==> config.mk <==
export PLATFORM = sky130hd
export DESIGN_NAME = muldiv_unit
export DESIGN_NICKNAME = d
export VERILOG_FILES = /design/src/rtl/muldiv_unit.sv
export SDC_FILE = /design/constraint.sdc
export NUM_CORES = 1
export LEC_CHECK = 0
export ABC_AREA = 1
export BUFFER_PORTS_ARGS = -buffer_cell sky130_fd_sc_hd__buf_2
export CAP_MARGIN = 20
export CORE_ASPECT_RATIO = 1.75
export CORE_MARGIN = 3
export CORE_UTILIZATION = 35
export DETAILED_ROUTE_END_ITERATION = 10
export GPL_TIMING_DRIVEN = 0
export PLACE_DENSITY_LB_ADDON = 0.3
export SYNTH_ARGS = -nofsm -noshare
export SYNTH_HDL_FRONTEND = slang
export SYNTH_SLANG_ARGS = --single-unit
==> constraint.sdc <==
create_clock -name clk -period 4.1 [get_ports clk]
set_clock_uncertainty 0.05 [all_clocks]
set_input_delay 1.23 -clock clk [delete_from_list [all_inputs] [get_ports clk]]
set_output_delay 1.23 -clock clk [all_outputs]
set_load 0.02 [all_outputs]
==> src/rtl/muldiv_unit.sv <==
// Iterative MIPS-style multiply/divide unit owning the HI/LO registers.
// Radix-2 shift-add multiply and restoring divide, 32 iterations; optional single-cycle multiply.
module muldiv_unit #(
    parameter bit FAST_MUL = 1'b0
) (
    input  logic        clk,
    input  logic        reset,
    input  logic        start,
    input  logic [2:0]  op,
    input  logic [31:0] src_a,
    input  logic [31:0] src_b,
    input  logic        cancel,
    output logic        busy,
    output logic        done,
    output logic [31:0] hi,
    output logic [31:0] lo
);

    localparam logic [2:0] OP_MULT  = 3'b000;
    localparam logic [2:0] OP_MULTU = 3'b001;
    localparam logic [2:0] OP_DIV   = 3'b010;
    localparam logic [2:0] OP_DIVU  = 3'b011;
    localparam logic [2:0] OP_MTHI  = 3'b100;
    localparam logic [2:0] OP_MTLO  = 3'b101;

    typedef enum logic {IDLE, CALC} state_t;

    state_t      state;
    logic [63:0] work;      // mul: {partial product, multiplier}; div: {remainder, quotient}
    logic [31:0] opnd_b;    // multiplicand or divisor magnitude
    logic [4:0]  counter;
    logic        is_div;
    logic        neg_lo;
    logic        neg_hi;

    function automatic logic [31:0] magnitude(input logic signed [31:0] v, input logic is_signed);
        logic [31:0] m;
        m = v;
        if (is_signed && v[31])
            m = ~v + 32'd1;
        return m;
    endfunction

    function automatic logic [31:0] apply_sign32(input logic [31:0] m, input logic neg);
        return neg ? (~m + 32'd1) : m;
    endfunction

    function automatic logic [63:0] apply_sign64(input logic [63:0] m, input logic neg);
        return neg ? (~m + 64'd1) : m;
    endfunction

    logic        acc_signed;
    logic        sign_a;
    logic        sign_b;
    logic [32:0] mul_sum;
    logic [63:0] mul_next;
    logic [32:0] rem_sh;
    logic [32:0] div_diff;
    logic [63:0] div_next;
    logic [63:0] step_next;
    logic [63:0] fast_prod;
    logic        fast_path;
    logic        finish;
    logic [63:0] final_raw;

    always_comb begin
        acc_signed = ~op[0];
        sign_a     = acc_signed & src_a[31];
        sign_b     = acc_signed & src_b[31];

        mul_sum  = {1'b0, work[63:32]} + (work[0] ? {1'b0, opnd_b} : 33'd0);
        mul_next = {mul_sum, work[31:1]};

        // Remainder always stays below the divisor, so a 33-bit trial subtract suffices.
        rem_sh   = {work[63:32], work[31]};
        div_diff = rem_sh - {1'b0, opnd_b};
        div_next = div_diff[32] ? {rem_sh[31:0], work[30:0], 1'b0}
                                : {div_diff[31:0], work[30:0], 1'b1};

        step_next = is_div ? div_next : mul_next;
        fast_prod = 64'(work[31:0]) * 64'(opnd_b);
        fast_path = FAST_MUL && !is_div;
        finish    = fast_path || (counter == 5'd31);
        final_raw = fast_path ? fast_prod : step_next;
    end

    always_ff @(posedge clk or negedge reset) begin
        if (!reset) begin
            state   <= IDLE;
            busy    <= 1'b0;
            done    <= 1'b0;
            hi      <= 32'd0;
            lo      <= 32'd0;
            work    <= 64'd0;
            opnd_b  <= 32'd0;
            counter <= 5'd0;
            is_div  <= 1'b0;
            neg_lo  <= 1'b0;
            neg_hi  <= 1'b0;
        end else begin
            done <= 1'b0;
            if (state == IDLE) begin
                if (start && !cancel) begin
                    case (op)
                        OP_MTHI: hi <= src_a;
                        OP_MTLO: lo <= src_a;
                        OP_MULT, OP_MULTU, OP_DIV, OP_DIVU: begin
                            work    <= {32'd0, magnitude(src_a, acc_signed)};
                            opnd_b  <= magnitude(src_b, acc_signed);
                            is_div  <= op[1];
                            // Divide by zero keeps the all-ones quotient unsigned.
                            neg_lo  <= (sign_a ^ sign_b) & (|src_b);
                            neg_hi  <= sign_a;
                            counter <= 5'd0;
                            state   <= CALC;
                            busy    <= 1'b1;
                        end
                        default: ;
                    endcase
                end
            end else begin
                if (cancel) begin
                    state <= IDLE;
                    busy  <= 1'b0;
                end else if (finish) begin
                    state <= IDLE;
                    busy  <= 1'b0;
                    done  <= 1'b1;
                    if (is_div) begin
                        lo <= apply_sign32(final_raw[31:0], neg_lo);
                        hi <= apply_sign32(final_raw[63:32], neg_hi);
                    end else begin
                        {hi, lo} <= apply_sign64(final_raw, neg_lo);
                    end
                end else begin
                    work    <= step_next;
                    counter <= counter + 5'd1;
                end
            end
        end
    end

endmodule
# After elaboration in Yosys (flattened, before gate mapping)
# Cells that the tools add are included.
totals:
  in_bits: 71
  ff_bits: 171
  output_inout_bits: 66
  wordCells: 99
classes:
  add_sub_neg: 8
  n_reduce_logical: 16
  n_mux: 43
  n_eq_ne: 10
  bitwise_logic: 11
op_table:
  columns: ["operator", "count"]
  rows:
  - ["$mux W32", 17]
  - ["$mux W64", 8]
  - ["$add A32 B1 Y32 const B", 4]
  - ["$not A32 Y32", 4]
  - ["$add A64 B1 Y64 const B", 1]
  - ["$not A64 Y64", 1]
  - ["$add A32 B32 Y33", 1]
  - ["$sub A33 B32 Y33", 1]
  - ["$reduce_or A32 Y1", 1]
  - ["$mux W5", 5]
  - ["$mux W1", 13]
  - ["$reduce_and A4 Y1", 3]
  - ["$reduce_bool A2 Y1", 4]
  - ["$eq A3 B2 Y1 const B", 2]
  - ["$eq A3 B3 Y1 const B", 2]
  - ["$reduce_and A3 Y1", 2]
  - ["$add A5 B1 Y5 const B", 1]
  - ["$eq A5 B5 Y1 const B", 1]
  - ["$ne A2 B2 Y1 const B", 2]
  - ["$reduce_or A4 Y1", 1]
  - ["$and A1 B1 Y1", 3]
  - ["$eq A3 B1 Y1 const B", 1]
  - ["$logic_and A1 B1 Y1", 3]
  - ["$logic_not A3 Y1", 1]
  - ["other kinds (5)", 6]

# Depth between registers and ports, before layout
logic_depth:
  depth_word: 10
  depth_mapped: 35
  mapped_depth_nobuf: 35

# Worst setup path before layout
# Ideal clock, no wire load.
synth_path:
  path_kind: "register to register"
  start: "register work[31]"
  end: "register hi[18]"
  t_required_ns: 3.929
  path_stages_with_launch: 36
  setup_time_ns: 0.121
  period_less_slack_ns: 4.018
  slack_ns: 0.082
  path_buffers: 0
  arrival_time_ns: 3.846
  cell_sequence: "dfrtp_1 inv_1 ha_1 inv_1 fa_1 nand2_1 nand2_1 nand3_1 nand2_2 nand2_2 nand2_4 nand2_4 nand2_4 nand2_4 nand2_4 nand2_2 nand2_1 inv_2 ha_1 nand2_1 nor2_2 nand3_1 nor2_2 nand3_2 nor2_4 nand3_2 nor2_4 nand3b_2 nor2_2 nand3_2 a21oi_4 nand2_1 nand2_1 nand2_1 nand3_1 a21oi_1"
synth_via:
  elab_chain_len: 10
  elab_cells_between_ends: 13
  classes_between: "3 x add/sub; 8 x mux; 2 x bitwise"
synth_lines:
  columns: ["element", "line_no", "text"]
  rows:
  - ["start, declared", "29", "logic [63:0] work;"]
  - ["start signal, assigned", "108", "work <= {32'd0, magnitude(src_a, acc_signed)};"]
  - ["start signal, assigned", "136", "work <= step_next;"]
  - ["$sub A33 B32 Y33", "76", "div_diff = rem_sh - {1'b0, opnd_b};"]
  - ["$mux W64", "77", "div_next = div_diff[32] ? {rem_sh[31:0], work[30:0], 1'b0}"]
  - ["$mux W64 (*)", "80", "step_next = is_div ? div_next : mul_next;"]
  - ["$not A64 Y64 / $not A32 Y32 (equally long branches)", "49, 45", null]
  - ["$add A64 B1 Y64 / $add A32 B1 Y32 (equally long branches)", "49, 45", null]
  - ["$mux W64 / $mux W32 (equally long branches)", "49, 45", null]
  - ["$mux W32 (*)", "129", "if (is_div) begin"]
  - ["$mux W32 (*)", "125", "end else if (finish) begin"]
  - ["$mux W32 (*)", "122", "if (cancel) begin"]
  - ["$mux W32 (*)", "102", "if (state == IDLE) begin"]
  - ["end signal, assigned", "105", "OP_MTHI: hi <= src_a;"]
  - ["end signal, assigned", "131", "hi <= apply_sign32(final_raw[63:32], neg_hi);"]
  - ["end signal, assigned", "133", "{hi, lo} <= apply_sign64(final_raw, neg_lo);"]
  - ["end, declared", "15", "output logic [31:0] hi,"]
# Every way passes the cells marked *; elsewhere a longest branch is shown, timed or not. The select of a mux whose other input is x is not followed.
# A chain may end at the register's enable or synchronous reset.

# Worst setup path in the final report
layout_path:
  start: "register opnd_b[22]"
  end: "register hi[6]"
layout_via:
  elab_chain_len: 10
  elab_cells_between_ends: 13
  classes_between: "3 x add/sub; 8 x mux; 2 x bitwise"
layout_lines:
  columns: ["element", "line_no", "text"]
  rows:
  - ["start, declared", "30", "logic [31:0] opnd_b;"]
  - ["start signal, assigned", "109", "opnd_b <= magnitude(src_b, acc_signed);"]
  - ["$sub A33 B32 Y33 (*)", "76", null]
  - ["$mux W64 (*)", "77", null]
  - ["$mux W64 (*)", "80", null]
  - ["$not A64 Y64 / $not A32 Y32 (equally long branches)", "49, 45", null]
  - ["$add A64 B1 Y64 / $add A32 B1 Y32 (equally long branches)", "49, 45", null]
  - ["$mux W64 / $mux W32 (equally long branches)", "49, 45", null]
  - ["$mux W32 (*)", "129", null]
  - ["$mux W32 (*)", "125", null]
  - ["$mux W32 (*)", "122", null]
  - ["$mux W32 (*)", "102", null]
# Marked as above.

==> metrics.txt <==
Mapped Area 17400 um^2; syn nets 3040; internal power 6838 uW; min-delay worst type reg -> reg; fraction of registers with async set/reset 100.0%; switching portion of total power 58.44%; post-synth cell types 60; syn_area_per_cell 6.006 um^2; commonest non-fill, non-tap cell in the layout nand2_1; Worst EP required 4.40 ns; largest net degree at the start of global routing 113; DRC 0; GRT Util Overall 32.73%; Post-Syn Instances 2897; slew margin rel. 23.74%; Flop pwr share 17.8%; Pre-antenna DRT Iters 7; FILL cells 5486; # rows 107; Seq/Total Area, Yosys 24.59%; Layout Nets 3248; Core ar. 48870 um^2; endpoints failing hold 0; Cell Count, Final, Fillers Out 3772; antenna viol nets, final 0; most frequent CP cell nor2_4; setup slack after layout -0.3044 ns; Buf/Inv on CP 2; initial antenna violation count 1; fin crit share 107.4%; Seq cells post-synth 171; CP delay by family, top simple AND/OR/NAND/NOR gates; H-tree depth 4; max-cap violations 0; Combinational Power Share 71.9%; TritonCTS buffer count 17; Final Cell Area 20750 um^2; most frequent cells in the layout 786 x nand2_1, 454 x inv_1, 303 x nor2_1; Antenna Cells 0; vias after detailed routing 20.47k; RSZ-0062 raised after global routing yes; FF/Latch Area 4304 um^2; Longest Clk Path Bufs 2; Slew Viols, Final 0; ys flop type dfrtp_1; CTS tree built; Worst-path clk slew 0.09 ns; Root Buffer clkbuf_16; die height 301.0 um; # setup viols final 22; worst-skew pair later-pin latency 0.48 ns; num ports 137; vias per cell 5.427; power per cell area 793.0 nW/um^2; CP max FO 5; Worst setup SP type flop; Cell Count Post-Placement 3688; Critical Path Slowest Stage Cell dfrtp_2; vias in the first global route 20.92k; Util after Layout 42.46%; Worst VDD drop 0.0003477 V; Post-synth EDFFs 0; Routed WL 87470 um; Final Wtd Congestion 1.045; die area 52530 um^2; worst stage delay on the critical path 0.49 ns; Leak 0.01052 uW; maximum clock rate 227.0 MHz; violated checks negative setup slack; first-pass GRT wire length 126300 um; Syn. warnings 0; minimum clock period 4.404 ns; clock group share of total power 10.4%; Critical Path AT 4.70 ns; Power, Total 16450 uW; Worst setup EP type flop; Crit Path Class reg -> reg; Post-CTS Hold Buffers 0; Die X 174.6 um; Tightest Pin Transition 1.140 ns; P&R area growth vs syn 19.23%; IO buf count 136; DPL Wire Length 71250 um; DR iter-0 viols 1326; Post-DP Area 18940 um^2; run status finished with violations; initial cell density of the core 35.61%; sw power 9614 uW; Multi-input gate area 11640 um^2; CTS sink cnt 171; grt total ovfl 0; fraction of layout cells with a size suffix above 1 17.22%; Wirelength per Cell 23.19 um
[worst paths after layout]
path                             from          to  slack (ns)  depth (start not counted)
hold / removal                 lo[26]      lo[26]        0.44                          2
min in group asynchronous       reset       lo[4]        0.60                          1
setup reg to reg           opnd_b[22]       hi[6]       -0.30                         29
setup / recovery           opnd_b[22]       hi[6]       -0.30                         29
hold reg to reg                lo[26]      lo[26]        0.44                          2
max in group asynchronous       reset  opnd_b[21]        2.41                          2
[cell type report]
cell class,instances,share of cell area (%)
Inverter,476,8.660
Tap cell,654,3.944
Clock inverter,14,0.7237
Timing Repair Buffer,191,5.590
Sequential cell,171,20.75
Multi-Input combinational cell,2165,56.11
Clock buffer,18,2.117
Buffer,83,2.111
[state kept, by name, summed over array words and instances (netlist names)]
signal and count:
opnd_b 32, done 1, hi 32, state 1, busy 1, work 64, lo 32, is_div 1
counter 5, neg_hi 1, neg_lo 1
[layer usage]
layer	vias up	GRT usage (%)	routed length, um
met5	-	0	13
met4	2	36.38	12600
met3	406	4.050	3951
met2	810	59.99	43510
met1	9547	28.89	27390
li1	9707	-	-
[stage by stage]
stage | worst slack (ns) | hold WS, ns | setup TNS (ns)
6_report | -0.3044 | 0.4377 | -4.389
5_1_grt | -0.4870 | 0.4721 | -7.337
4_1_cts | -0.4671 | 0.4383 | -5.614
3_5_place_dp | -1.474 | 0.4112 | -47.92
3_3_place_gp | -1.464 | 0.4117 | -274.55
2_1_floorplan | 0.08236 | 0.4178 | 0
[Yosys cell counts, drive strengths merged, types with 28 or more instances]
library cell,count,share of area [%]
nor2,350,8.3
buf,34,1.4
o21ai,202,6.0
inv,472,10
o22ai,42,1.5
nor3,47,1.4
nand2,862,20
a21oi,138,4.2
dfrtp,171,25
nand4,28,1.0
clkbuf,51,1.1
nand3,255,7.9
ha,70,5.0
[power by group through the flow]
stage	logic (uW)	clock network, uW	registers, uW
global route	12900	1770	2960
CTS	11200	1700	2870
detailed placement	10600	0	2880
global placement	10600	0	2880
floorplan	7270	0	2820
finish	11800	1700	2920
[worst reg2reg max path: cells and delay by family (launching register included)]
family                     cells  cell delay, ns
DFF                            1            0.49
adders and majority gates      2            0.52
buffers and inverters          2            0.14
and+or+nand+nor               22            2.54
xor gates and xnor gates       1            0.17
AOI/OAI and AO/OA              2            0.35
[repair_timing]
item / 4_1_cts / 5_1_grt
resized for setup: 103 / 98
gates cloned: 0 / 0
pin swaps: 42 / 36
buffers inserted: 23 / 31
endpoints found under the setup margin: 46 / 56
[cells by family (layout without fill, tap and decap cells)]
family,count (synthesis),after routing,synth area share (%)
buffers and inverters,561,782,12.72
xor gates and xnor gates,45,45,2.265
adders and majority gates,72,72,5.264
DFF,171,171,24.59
AOI/OAI and AO/OA,458,458,15.09
and+or+nand+nor,1590,1590,40.07
Power figures use the tool's default switching activity.
